[config.mk]
export PLATFORM = sky130hd
export DESIGN_NAME = shift_operand_sequencer
export DESIGN_NICKNAME = d
export VERILOG_FILES = /design/src/rtl/shift_operand_sequencer.sv
export SDC_FILE = /design/constraint.sdc
export NUM_CORES = 1
export LEC_CHECK = 0
export CAP_MARGIN = 0
export CORE_ASPECT_RATIO = 1.25
export CORE_MARGIN = 1.5
export CORE_UTILIZATION = 38
export CTS_BUF_LIST = sky130_fd_sc_hd__clkbuf_8
export CTS_CLUSTER_SIZE = 24
export DETAILED_ROUTE_END_ITERATION = 8
export PLACE_DENSITY_LB_ADDON = 0.12
export RECOVER_POWER = 50
export SLEW_MARGIN = 10
export SYNTH_ARGS = -nofsm -noshare
export SYNTH_HDL_FRONTEND = slang
export SYNTH_SLANG_ARGS = --single-unit
export TNS_END_PERCENT = 100
[constraint.sdc]
create_clock -name clk -period 9.23 [get_ports clk]
set_clock_uncertainty 0.15 [all_clocks]
set_input_delay 0.923 -clock clk [delete_from_list [all_inputs] [get_ports clk]]
set_output_delay 0.923 -clock clk [all_outputs]
set_load 0.02 [all_outputs]
[src/rtl/shift_operand_sequencer.sv]
// shift_operand_sequencer: multi-cycle register-specified shifter for the
// data-processing operand. Steps a STEP-bit-per-cycle shifter and reproduces
// the ARM boundary results for shift amounts 0, 32 and above 32.
module shift_operand_sequencer #(
    parameter int STEP = 4
) (
    input  logic        clk,
    input  logic        reset,
    input  logic        start,
    input  logic [1:0]  shift_type,
    input  logic [7:0]  amount,
    input  logic [31:0] operand,
    input  logic        carry_in,
    output logic        busy,
    output logic        done,
    output logic [31:0] result,
    output logic        carry_out
);

    localparam logic [1:0] SH_LSL = 2'b00;
    localparam logic [1:0] SH_LSR = 2'b01;
    localparam logic [1:0] SH_ASR = 2'b10;
    localparam logic [1:0] SH_ROR = 2'b11;

    typedef enum logic [1:0] {ST_IDLE, ST_RUN, ST_DONE} state_t;

    state_t      state;
    logic [1:0]  typ_q;
    logic        sign_q;
    logic [5:0]  rem_q;

    logic [5:0]  eff_cnt;
    logic        zero_c;
    logic [31:0] step_res;
    logic        step_c;
    logic [5:0]  step_n;
    logic [5:0]  rem_next;

    // Effective bit count at accept; a zero count means the result is known
    // immediately (amount 0, or ROR by a non-zero multiple of 32).
    always_comb begin
        eff_cnt = 6'd0;
        case (shift_type)
            SH_LSL, SH_LSR: eff_cnt = (amount > 8'd33) ? 6'd33 : amount[5:0];
            SH_ASR:         eff_cnt = (amount > 8'd32) ? 6'd32 : amount[5:0];
            default:        eff_cnt = {1'b0, amount[4:0]};
        endcase
        zero_c = (amount == 8'd0) ? carry_in : operand[31];
    end

    // One RUN cycle: up to STEP single-bit shifts, stopping when the
    // remaining count runs out so the counter never underflows.
    always_comb begin
        step_res = result;
        step_c   = carry_out;
        step_n   = 6'd0;
        for (int i = 0; i < STEP; i++) begin
            if (6'(i) < rem_q) begin
                case (typ_q)
                    SH_LSL: begin
                        step_c   = step_res[31];
                        step_res = {step_res[30:0], 1'b0};
                    end
                    SH_LSR: begin
                        step_c   = step_res[0];
                        step_res = {1'b0, step_res[31:1]};
                    end
                    SH_ASR: begin
                        step_c   = step_res[0];
                        step_res = {sign_q, step_res[31:1]};
                    end
                    default: begin
                        step_res = {step_res[0], step_res[31:1]};
                        step_c   = step_res[31];
                    end
                endcase
                step_n = step_n + 6'd1;
            end
        end
        rem_next = rem_q - step_n;
    end

    // Sequencer FSM with registered busy/done/result/carry_out.
    always_ff @(posedge clk or posedge reset) begin
        if (reset) begin
            state     <= ST_IDLE;
            typ_q     <= SH_LSL;
            sign_q    <= 1'b0;
            rem_q     <= 6'd0;
            busy      <= 1'b0;
            done      <= 1'b0;
            result    <= 32'd0;
            carry_out <= 1'b0;
        end else begin
            case (state)
                ST_IDLE: begin
                    done <= 1'b0;
                    if (start) begin
                        typ_q  <= shift_type;
                        sign_q <= operand[31];
                        result <= operand;
                        busy   <= 1'b1;
                        if (eff_cnt == 6'd0) begin
                            carry_out <= zero_c;
                            rem_q     <= 6'd0;
                            done      <= 1'b1;
                            state     <= ST_DONE;
                        end else begin
                            carry_out <= carry_in;
                            rem_q     <= eff_cnt;
                            state     <= ST_RUN;
                        end
                    end
                end
                ST_RUN: begin
                    result    <= step_res;
                    carry_out <= step_c;
                    rem_q     <= rem_next;
                    if (rem_next == 6'd0) begin
                        done  <= 1'b1;
                        state <= ST_DONE;
                    end
                end
                ST_DONE: begin
                    done  <= 1'b0;
                    busy  <= 1'b0;
                    state <= ST_IDLE;
                end
                default: state <= ST_IDLE;
            endcase
        end
    end

endmodule
==> metrics, run 1 <==
Yosys cell types 73; CTS Sinks 46; Leak 2.23 nW; number of synthesized register bits 46; Final Hold Vio Count 0; TritonRoute pass-1 iters 5; crit path max fanout 42; normalized max-slew margin -29.1%; first-iteration detailed-routing DRC count 647; cts hold-fix bufs 0; nets 783; via-per-instance ratio 6.81; Mean Syn Cell Area 7.18 sq um; I/O pin cnt 81; initial antenna violation count 0; CTS tree yes; antenna cells 0; CTS H-tree lvls 2; Cells after Synth 689; global route overflow 0; worst min path class flip-flop to flip-flop; Startpoint Class flip-flop; shortest period the worst path allows 5420 ps; Die X 105 microns; maxcap violations 1; Seq/Total Area, Yosys 23.3%; Area contributors post-synth dfrtp_1 23%, a21oi_1 7.1%, nand2_1 6.6%, nor2_1 4.5%, a31oi_1 4.0%; Final Cycle Share 58.7%; crit end category flip-flop; syn nets 747; largest net degree at the start of global routing 71; Initial Util 38.9%; die area 13,700 sq um; Post-synth EDFFs 0; PostCTS Resize Cnt 0; final instance area 5890 sq um; DR vias 6,092; Area Overhead vs Synth 19.1%; Reg clk slew, reported paths 110 ps; setup_tns 0 ps; Slew Limit Fails 47; Final ANT Viol Nets 0; DP Wirelength 14.9 mm; Max Fclk 184 MHz; row count 46; Worst-Skew Late Latency 320 ps; Port Buf Inserts 80; Yosys top cell area share 23.3%; WP data arrival 5490 ps; PD cells 442 nW/um^2; Yosys warnings 0; share of layout cells above drive strength 1 6.06%; vias in the first global route 5,948; core area 12,700 sq um; clk buf depth 2; Slew @ Worst Pin 1940 ps; outcome finished with violations; post-synth top area cell dfrtp_1; Async SR Flop Fraction 100%; postcts setup bufs 0; peak supply drop 244 uV; failing checks max-capacitance violations, max-slew violations; synthesized area 4950 sq um; routability cong. 0.955; WS Path Type flip-flop to flip-flop; placed instance area 5780 sq um; RSZ-0062 raised after global routing false; Post-route DRC 0; setup violators final 0; placed cell count 886; top_reg_cell synth dfrtp_1; non-filler cells, final 894; Routed WL 22.1 mm; Root Buffer clkbuf_8; WL/cell 24.8 microns; first-pass GRT wire length 33.6 mm; Inserted Clock Buffers 5; die span in y 131 microns; Critical Path RT 9290 ps; All-Layer GR Usage 31.8%
-- stage by stage --
| step | utilization, % | power (mW) | hold slack [ps] | setup slack, ps |
|---|---|---|---|---|
| 5_1_grt | 46.3 | 2.78 | 363 | 3480 |
| 6_report | 46.3 | 2.60 | 357 | 3810 |
| 3_3_place_gp | 45.5 | 2.40 | 320 | 4110 |
| 2_1_floorplan | - | 1.76 | 394 | 4880 |
| 3_5_place_dp | 45.5 | 2.40 | 330 | 3950 |
| 4_1_cts | 46.3 | 2.57 | 355 | 3950 |
-- routing by layer --
metal | vias up | global-route usage, % | share of wire, %
li1 | 2701 | - | -
met1 | 2932 | 38.9 | 39
met2 | 378 | 53.2 | 48
met3 | 81 | 3.77 | 7.4
met4 | 0 | 21.0 | 5.7
met5 | - | 0 | 0
-- where the power goes --
group / internal, mW / leakage [nW] / switching, mW
Combinational: 0.693 / 1.62 / 1.20
Sequential: 0.301 / 0.552 / 0.239
Clock: 0.0801 / 0.0579 / 0.0865
Total: 1.07 / 2.23 / 1.53
-- registers in the layout (all words and copies together), names as in the netlist --
| name | cells |
|---|---|
| sign_q | 1 |
| typ_q | 2 |
| rem_q | 6 |
| state | 2 |
| carry_out | 1 |
| result | 32 |
| busy | 1 |
| done | 1 |
-- layout make-up --
class                   instances  area, sq um
clock buffers                   5         68.8
clock inverters                 3         40.0
fillers                      1355         6830
inverters                      19         71.3
multi-input cells             561         3460
flip-flops and latches         46         1150
well taps                     168          210
repair buffers                 92          891
-- cell usage in the layout (no fill, tap or decap), types with 11 or more instances in the layout --
master           netlist  routed
o21ai_0               40      40
dfrtp_1               46      46
inv_1                 17      17
and3_1                21      21
dlygate4sd3_1          0      15
a21oi_1               70      70
nor2_1                59      58
o211ai_1              20      20
buf_4                  2      12
a31oi_1               32      32
o22ai_1               16      16
nand3_1               18      18
nand2_1               87      87
ha_1                  11      11
o221ai_1              11      11
nor3_1                18      18
a211oi_1              17      17
clkdlybuf4s50_1        0      65
-- cells in the mapped netlist (6+ instances only) --
master and n:
a211oi_1 17, a21oi_1 70, a221oi_1 6, a311oi_1 6
a31oi_1 32, and3_1 21, buf_2 17, clkbuf_1 38
dfrtp_1 46, ha_1 11, inv_1 17, mux2_2 7
mux2i_1 7, nand2_1 87, nand3_1 18, nor2_1 59
nor3_1 18, nor4_1 7, o211ai_1 20, o21ai_0 40
o221ai_1 11, o22ai_1 16
-- path summary, 6_finish.rpt --
| path | end | start | slack (ps) | cells after the start |
|---|---|---|---|---|
| min in group asynchronous | typ_q[0] | reset | 1500 | 2 |
| setup reg to reg | done | rem_q[2] | 3810 | 16 |
| setup / recovery | done | rem_q[2] | 3810 | 16 |
| hold / removal | busy | busy | 360 | 2 |
| hold reg to reg | busy | busy | 360 | 2 |
| max in group asynchronous | done | reset | 6280 | 2 |
-- cell families (layout without fill, tap and decap cells) --
group	count (synthesis)	in the layout	synth area share [%]
DFF	46	46	23.3
adders and majority gates	12	12	3.19
and+or+nand+nor	245	245	23.9
buffers and inverters	82	119	7.13
other	1	1	0.0758
AOI/OAI and AO/OA	283	283	38.1
xor gates and xnor gates	5	5	0.885
muxes	15	15	3.46
-- critical path, cell delays in order, from the launching register on --
cell      delay (ps)
dfrtp_1          460
nor4_4           270
buf_4            460
nand2_1          560
inv_1            380
ha_1             250
a21oi_1          110
ha_1             310
mux2i_1          170
inv_1             80
fa_1             420
nor2b_1          140
o21ai_0          170
and3_1           240
o41ai_1          600
o211ai_1         200
mux2_2           300
(Power assumes the default switching activity.)
==> inputs of run 2 (changes only) <==
==> constraint.sdc (replaced) <==
create_clock -name clk -period 4.7 [get_ports clk]
set_clock_uncertainty 0.15 [all_clocks]
set_input_delay 0.47 -clock clk [delete_from_list [all_inputs] [get_ports clk]]
set_output_delay 0.47 -clock clk [all_outputs]
set_load 0.02 [all_outputs]
==> run 2 against run 1 <==
  * The flow still finishes with violations (max-capacitance violations, max-slew violations)
  * Critical path depth is 1 lower
  * Combinational power is 100% higher
  * Cell count is 1.7% higher
  * Clock power is 65% higher
  * Largest cell class unchanged
  * Largest power group unchanged
==> metrics, run 2 (synthesis results as in run 1) <==
outcome finished with violations; failing checks max-capacitance violations, max-slew violations; Final ANT Viol Nets 0 (unchanged); Startpoint Class flip-flop; crit path max fanout 31 (-26%); Critical Path RT 4770 ps (-4520 ps); Leak 2.30 nW (+2.9%); die span in y 131 microns (unchanged); Final Cycle Share 93.6% (+35 points); shortest period the worst path allows 4400 ps (-1020 ps); Root Buffer clkbuf_8; global route overflow 0 (unchanged); vias in the first global route 6,064 (+2.0%); RSZ-0062 raised after global routing false; PD cells 855 nW/um^2 (+93%); switching share of power 58.4% (-0.31 points); core area 12,700 sq um (unchanged); Worst-Skew Late Latency 320 ps (about the same); Final Hold Vio Count 0 (unchanged); Flop pwr share 20.3% (-0.4 points); CTS tree yes; power share of the clock group 5.4% (-1.0 points); final setup margin 302 ps (-3510 ps); DP Wirelength 14.8 mm (-0.54%); Hold WS 347 ps (-9.97 ps); utilization after layout 47.0% (+0.71 points); Slew Limit Fails 47 (unchanged); Port Buf Inserts 80 (unchanged); WP data arrival 4470 ps (-1020 ps); WL/cell 23.8 microns (-3.9%); commonest non-fill, non-tap cells in the layout 87 x nand2_1, 70 x a21oi_1, 66 x clkdlybuf4s50_1; Sw Pwr 2.99 mW (+95%); initial antenna violation count 0 (unchanged); cts hold-fix bufs 0 (unchanged); setup violators final 0 (unchanged); max FFs per register 32 (unchanged); Max Fclk 227 MHz (+23%); Die X 105 microns (unchanged); placed cell count 900 (+1.6%); commonest non-fill, non-tap cell in the layout nand2_1; worst min path class flip-flop to flip-flop; final instance area 5980 sq um (+1.5%); peak supply drop 358 uV (+47%); Routed WL 21.6 mm (-2.2%); row count 46 (unchanged); normalized max-slew margin -30.7% (-1.6 points); first-pass GRT wire length 33.9 mm (+0.90%); I/O pin cnt 81 (unchanged); Largest regs result: 32 flops, rem_q: 6 flops; largest net degree at the start of global routing 47 (-34%); placed instance area 5890 sq um (+1.8%); die area 13,700 sq um (unchanged); Reg clk slew, reported paths 100 ps (about the same); Area Overhead vs Synth 20.9%; non-filler cells, final 909 (+1.7%); crit end category flip-flop; Pint 2.12 mW (+98%); PostCTS Resize Cnt 0 (unchanged); DR vias 6,255 (+2.7%); CTS Sinks 46 (unchanged); Initial Util 38.9% (unchanged); CTS H-tree lvls 2 (unchanged); share of layout cells above drive strength 1 7.70% (+1.6 points); postcts setup bufs 0 (unchanged); routability cong. 0.939 (-1.7%); All-Layer GR Usage 31.6% (-0.18 points); nets 797 (+1.8%); Logic pwr share 74.3% (+1.4 points); WS Path Type flip-flop to flip-flop; maxcap violations 1 (unchanged); Post-route DRC 0 (unchanged); TritonRoute pass-1 iters 8 (+3); Slew @ Worst Pin 1960 ps (+21.4 ps); flop2flop setup slack 300 ps (-3510 ps); via-per-instance ratio 6.88 (+0.98%); Overall Power 5.11 mW (+96%); first-iteration detailed-routing DRC count 781 (+21%); Inserted Clock Buffers 5 (unchanged); setup_tns 0 ps (unchanged); clk buf depth 2 (unchanged); most flop-heavy register result; pre-CTS setup slack 353 ps (-3600 ps)
-- run 2: path summary, 6_finish.rpt --
| check | from | to | cells past startpoint |
|---|---|---|---|
| setup / recovery | rem_q[3] | done | 15 |
| hold / removal | busy | busy | 2 |
| setup reg to reg | rem_q[3] | done | 15 |
| hold reg to reg | busy | busy | 2 |
| max in group asynchronous | reset | result[21] | 2 |
| min in group asynchronous | reset | sign_q | 2 |
-- run 2: layout make-up --
type / count / area, sq um
repair buffers: 106 / 996
clock buffers: 6 / 82.6
well taps: 168 / 210
flip-flops and latches: 46 / 1150
inverters: 19 / 71.3
fillers: 1295 / 6740
diodes: 1 / 2.50
multi-input cells: 561 / 3460
clock inverters: 2 / 8.76
-- run 2: power groups by stage --
stage / sequential (mW) / clock, mW / combinational, mW
3_3_place_gp: 1.03 / 0 / 3.73
6_report: 1.04 / 0.275 / 3.80
3_5_place_dp: 1.03 / 0 / 3.71
5_1_grt: 1.06 / 0.295 / 4.13
2_1_floorplan: 0.988 / 0 / 2.47
4_1_cts: 1.02 / 0.286 / 3.73
-- run 2: worst max-delay path, stage by stage (launching register included) --
cell and delay [ps]:
dfrtp_1 470, nor4_4 390, buf_4 440, nand2_2 200, a21oi_1 260, ha_1 260
mux2i_1 180, inv_1 90, fa_1 430, nor2b_1 120, o21ai_0 150, and3_1 230
o41ai_1 340, buf_4 190, o211ai_1 90, mux2_2 310
-- run 2: layer usage --
| metal | GRT usage, % | up-vias | part of all wire [%] |
|---|---|---|---|
| li1 | - | 2728 | - |
| met1 | 39.3 | 2938 | 39 |
| met2 | 52.0 | 482 | 46 |
| met3 | 5.16 | 107 | 9.6 |
| met4 | 18.5 | 0 | 5.6 |
| met5 | 0 | - | 0 |
==> inputs of run 3 (changes only) <==
--- a/config.mk
+++ b/config.mk
@@ -5,7 +5,7 @@
 export SDC_FILE = /design/constraint.sdc
 export NUM_CORES = 1
 export LEC_CHECK = 0
-export CAP_MARGIN = 0
+export CAP_MARGIN = 25
 export CORE_ASPECT_RATIO = 1.25
 export CORE_MARGIN = 1.5
 export CORE_UTILIZATION = 38
==> run 3 against run 2 <==
  * The run still ends with max-capacitance violations, max-slew violations left
  * Non-clock buffer count is 5 higher
  * Die area stayed put
  * Sequential power hardly changed
  * Clock-buffer cell count stayed put
  * Combinational power is 1% higher
  * Worst hold slack better by 2.0 ps
  * Maximum frequency is 0.51% higher
  * Highest routed layer unchanged
==> metrics, run 3 (synthesis results as in run 1) <==
Post-route DRC 0 (unchanged); largest net degree at the start of global routing 47 (unchanged); Final Cycle Share 93.1% (-0.47 points); Reg clk slew, reported paths 110 ps (about the same); final setup margin 324 ps (+22.1 ps); Largest regs result: 32 flops, rem_q: 6 flops; Startpoint Class flip-flop; CTS H-tree lvls 2 (unchanged); Critical Path RT 4780 ps (about the same); crit end category flip-flop; nets 802 (+0.63%); I/O pin cnt 81 (unchanged); Initial Util 38.9% (unchanged); commonest non-fill, non-tap cell in the layout nand2_1; initial antenna violation count 0 (unchanged); WS Path Type flip-flop to flip-flop; final instance area 6040 sq um (+0.92%); Routed WL 21.8 mm (+0.72%); core area 12,700 sq um (unchanged); die area 13,700 sq um (unchanged); peak supply drop 363 uV (+1.5%); Worst-Skew Late Latency 340 ps (+20 ps); FF-to-FF path depth 16 (+1); RSZ-0062 raised after global routing false; slowest stage delay, CP 490 ps (+20 ps); pre-CTS setup slack 310 ps (-42.3 ps); worst min path class flip-flop to flip-flop; share of layout cells above drive strength 1 8.19% (+0.49 points); setup violators final 0 (unchanged); Inserted Clock Buffers 5 (unchanged); CTS tree yes; vias in the first global route 6,088 (+0.40%); max FFs per register 32 (unchanged); crit path max fanout 31 (unchanged); most used cell along the critical path buf_4; R2R Path End done; HP Start busy; placed instance area 5910 sq um (+0.34%); PD cells 855 nW/um^2 (about the same); routability cong. 0.939 (unchanged); failing checks max-capacitance violations, max-slew violations; row count 46 (unchanged); Top delay family on crit path simple AND/OR/NAND/NOR gates; DR vias 6,186 (-1.1%); crit-path cells nor4_4, buf_4, buf_6, nand2_2, a21oi_1, ha_1, mux2i_1, inv_1, fa_1, nor2b_1, o21ai_0, and3_1, o41ai_1, buf_4, o211ai_1, mux2_2; Final ANT Viol Nets 0 (unchanged); Leak 2.32 nW (+1.1%); most flop-heavy register result; flop2flop setup slack 320 ps (+20 ps); WL/cell 23.9 microns (+0.28%); Root Buffer clkbuf_8; die span in y 131 microns (unchanged); critical path buffer and inverter count 4 (+1); commonest non-fill, non-tap cells in the layout 87 x nand2_1, 70 x a21oi_1, 66 x clkdlybuf4s50_1; Port Buf Inserts 80 (unchanged); Slowest cell on crit path dfrtp_1; antenna cells 0 (-1); # fillers 1,272 (-1.8%); clk buf depth 2 (unchanged); Die X 105 microns (unchanged); first-iteration detailed-routing DRC count 745 (-4.6%); normalized max-slew margin -14.0% (+17 points); Final Hold Vio Count 0 (unchanged); Max Fclk 229 MHz (+0.51%); outcome finished with violations; DP Wirelength 14.9 mm (+1.1%); maxcap violations 1 (unchanged); All-Layer GR Usage 32.0% (+0.41 points); Min-Delay Path Depth 2 (unchanged); setup_tns 0 ps (unchanged); hold endpoint busy; first-pass GRT wire length 34.3 mm (+1.3%); shortest period the worst path allows 4380 ps (-22.1 ps); Area Overhead vs Synth 22.0%; WP data arrival 4460 ps (about the same); TritonRoute pass-1 iters 7 (-1); reg-to-reg startpoint rem_q[5]; Slew @ Worst Pin 1710 ps (-247 ps); Slew Limit Fails 29 (-38%); via-per-instance ratio 6.78 (-1.5%); CTS Sinks 46 (unchanged); cts hold-fix bufs 0 (unchanged); global route overflow 0 (unchanged)
-- run 3: cell types whose count changed in the layout (fill, tap and decap cells not counted) --
cell      before  now
buf_12         0    1
buf_4         26   27
buf_6          0    1
buf_8          0    1
clkbuf_1       0    1
diode_2        1    0
-- run 3: per-layer routing --
| layer | vias to the layer above | track usage (%) | wire, microns |
|---|---|---|---|
| li1 | 2727 | - | - |
| met1 | 2925 | 39.7 | 8440 |
| met2 | 454 | 52.8 | 10200 |
| met3 | 80 | 7.04 | 2190 |
| met4 | 0 | 16.0 | 957 |
| met5 | - | 0 | 0 |
-- run 3: tightest hold or removal path, stage by stage (launching register included) --
cell and delay [ps]:
dfrtp_1 360, nand2_1 40, o21ai_0 60
-- run 3: how the worst max path moves through the flow --
stage | cells after the start | slack (ps) | startpoint | end
after floorplan | 15 | 350 | rem_q[3] | done
after detailed placement | 15 | 310 | rem_q[3] | done
after CTS | 15 | 330 | rem_q[3] | done
after global routing | 15 | 5 | rem_q[5] | done
after global placement | 15 | 450 | rem_q[2] | done
final | 16 | 320 | rem_q[5] | done
-- run 3: what timing repair did --
item / CTS / global route
setup buffers: 0 / 2
gates resized for setup: 0 / 1
endpoints found under the setup margin: 0 / 1
-- run 3: area by class of cell --
| type | count | area, sq um | share of cell area [%] |
|---|---|---|---|
| multi-input cells | 561 | 3460 | 57.3 |
| flip-flops and latches | 46 | 1150 | 19.1 |
| repair buffers | 111 | 1050 | 17.5 |
| well taps | 168 | 210 | 3.48 |
| clock buffers | 6 | 82.6 | 1.37 |
| inverters | 19 | 71.3 | 1.18 |
| clock inverters | 2 | 8.76 | 0.145 |
-- run 3: stage by stage --
stage	hold slack, ps	util, %	total power, mW	std cells
3_3_place_gp	321	46.3	4.75	900
2_1_floorplan	394	-	3.45	689
6_report	349	47.5	5.16	913
4_1_cts	307	47.2	5.05	909
3_5_place_dp	326	46.4	4.75	901
5_1_grt	364	47.5	5.54	913
-- run 3: power by group --
part           internal (mW)  leakage, nW  total (mW)  switching (mW)
Combinational           1.45         1.72        3.84            2.39
Clock                  0.117       0.0524       0.280           0.163
Sequential             0.592        0.552        1.04           0.444
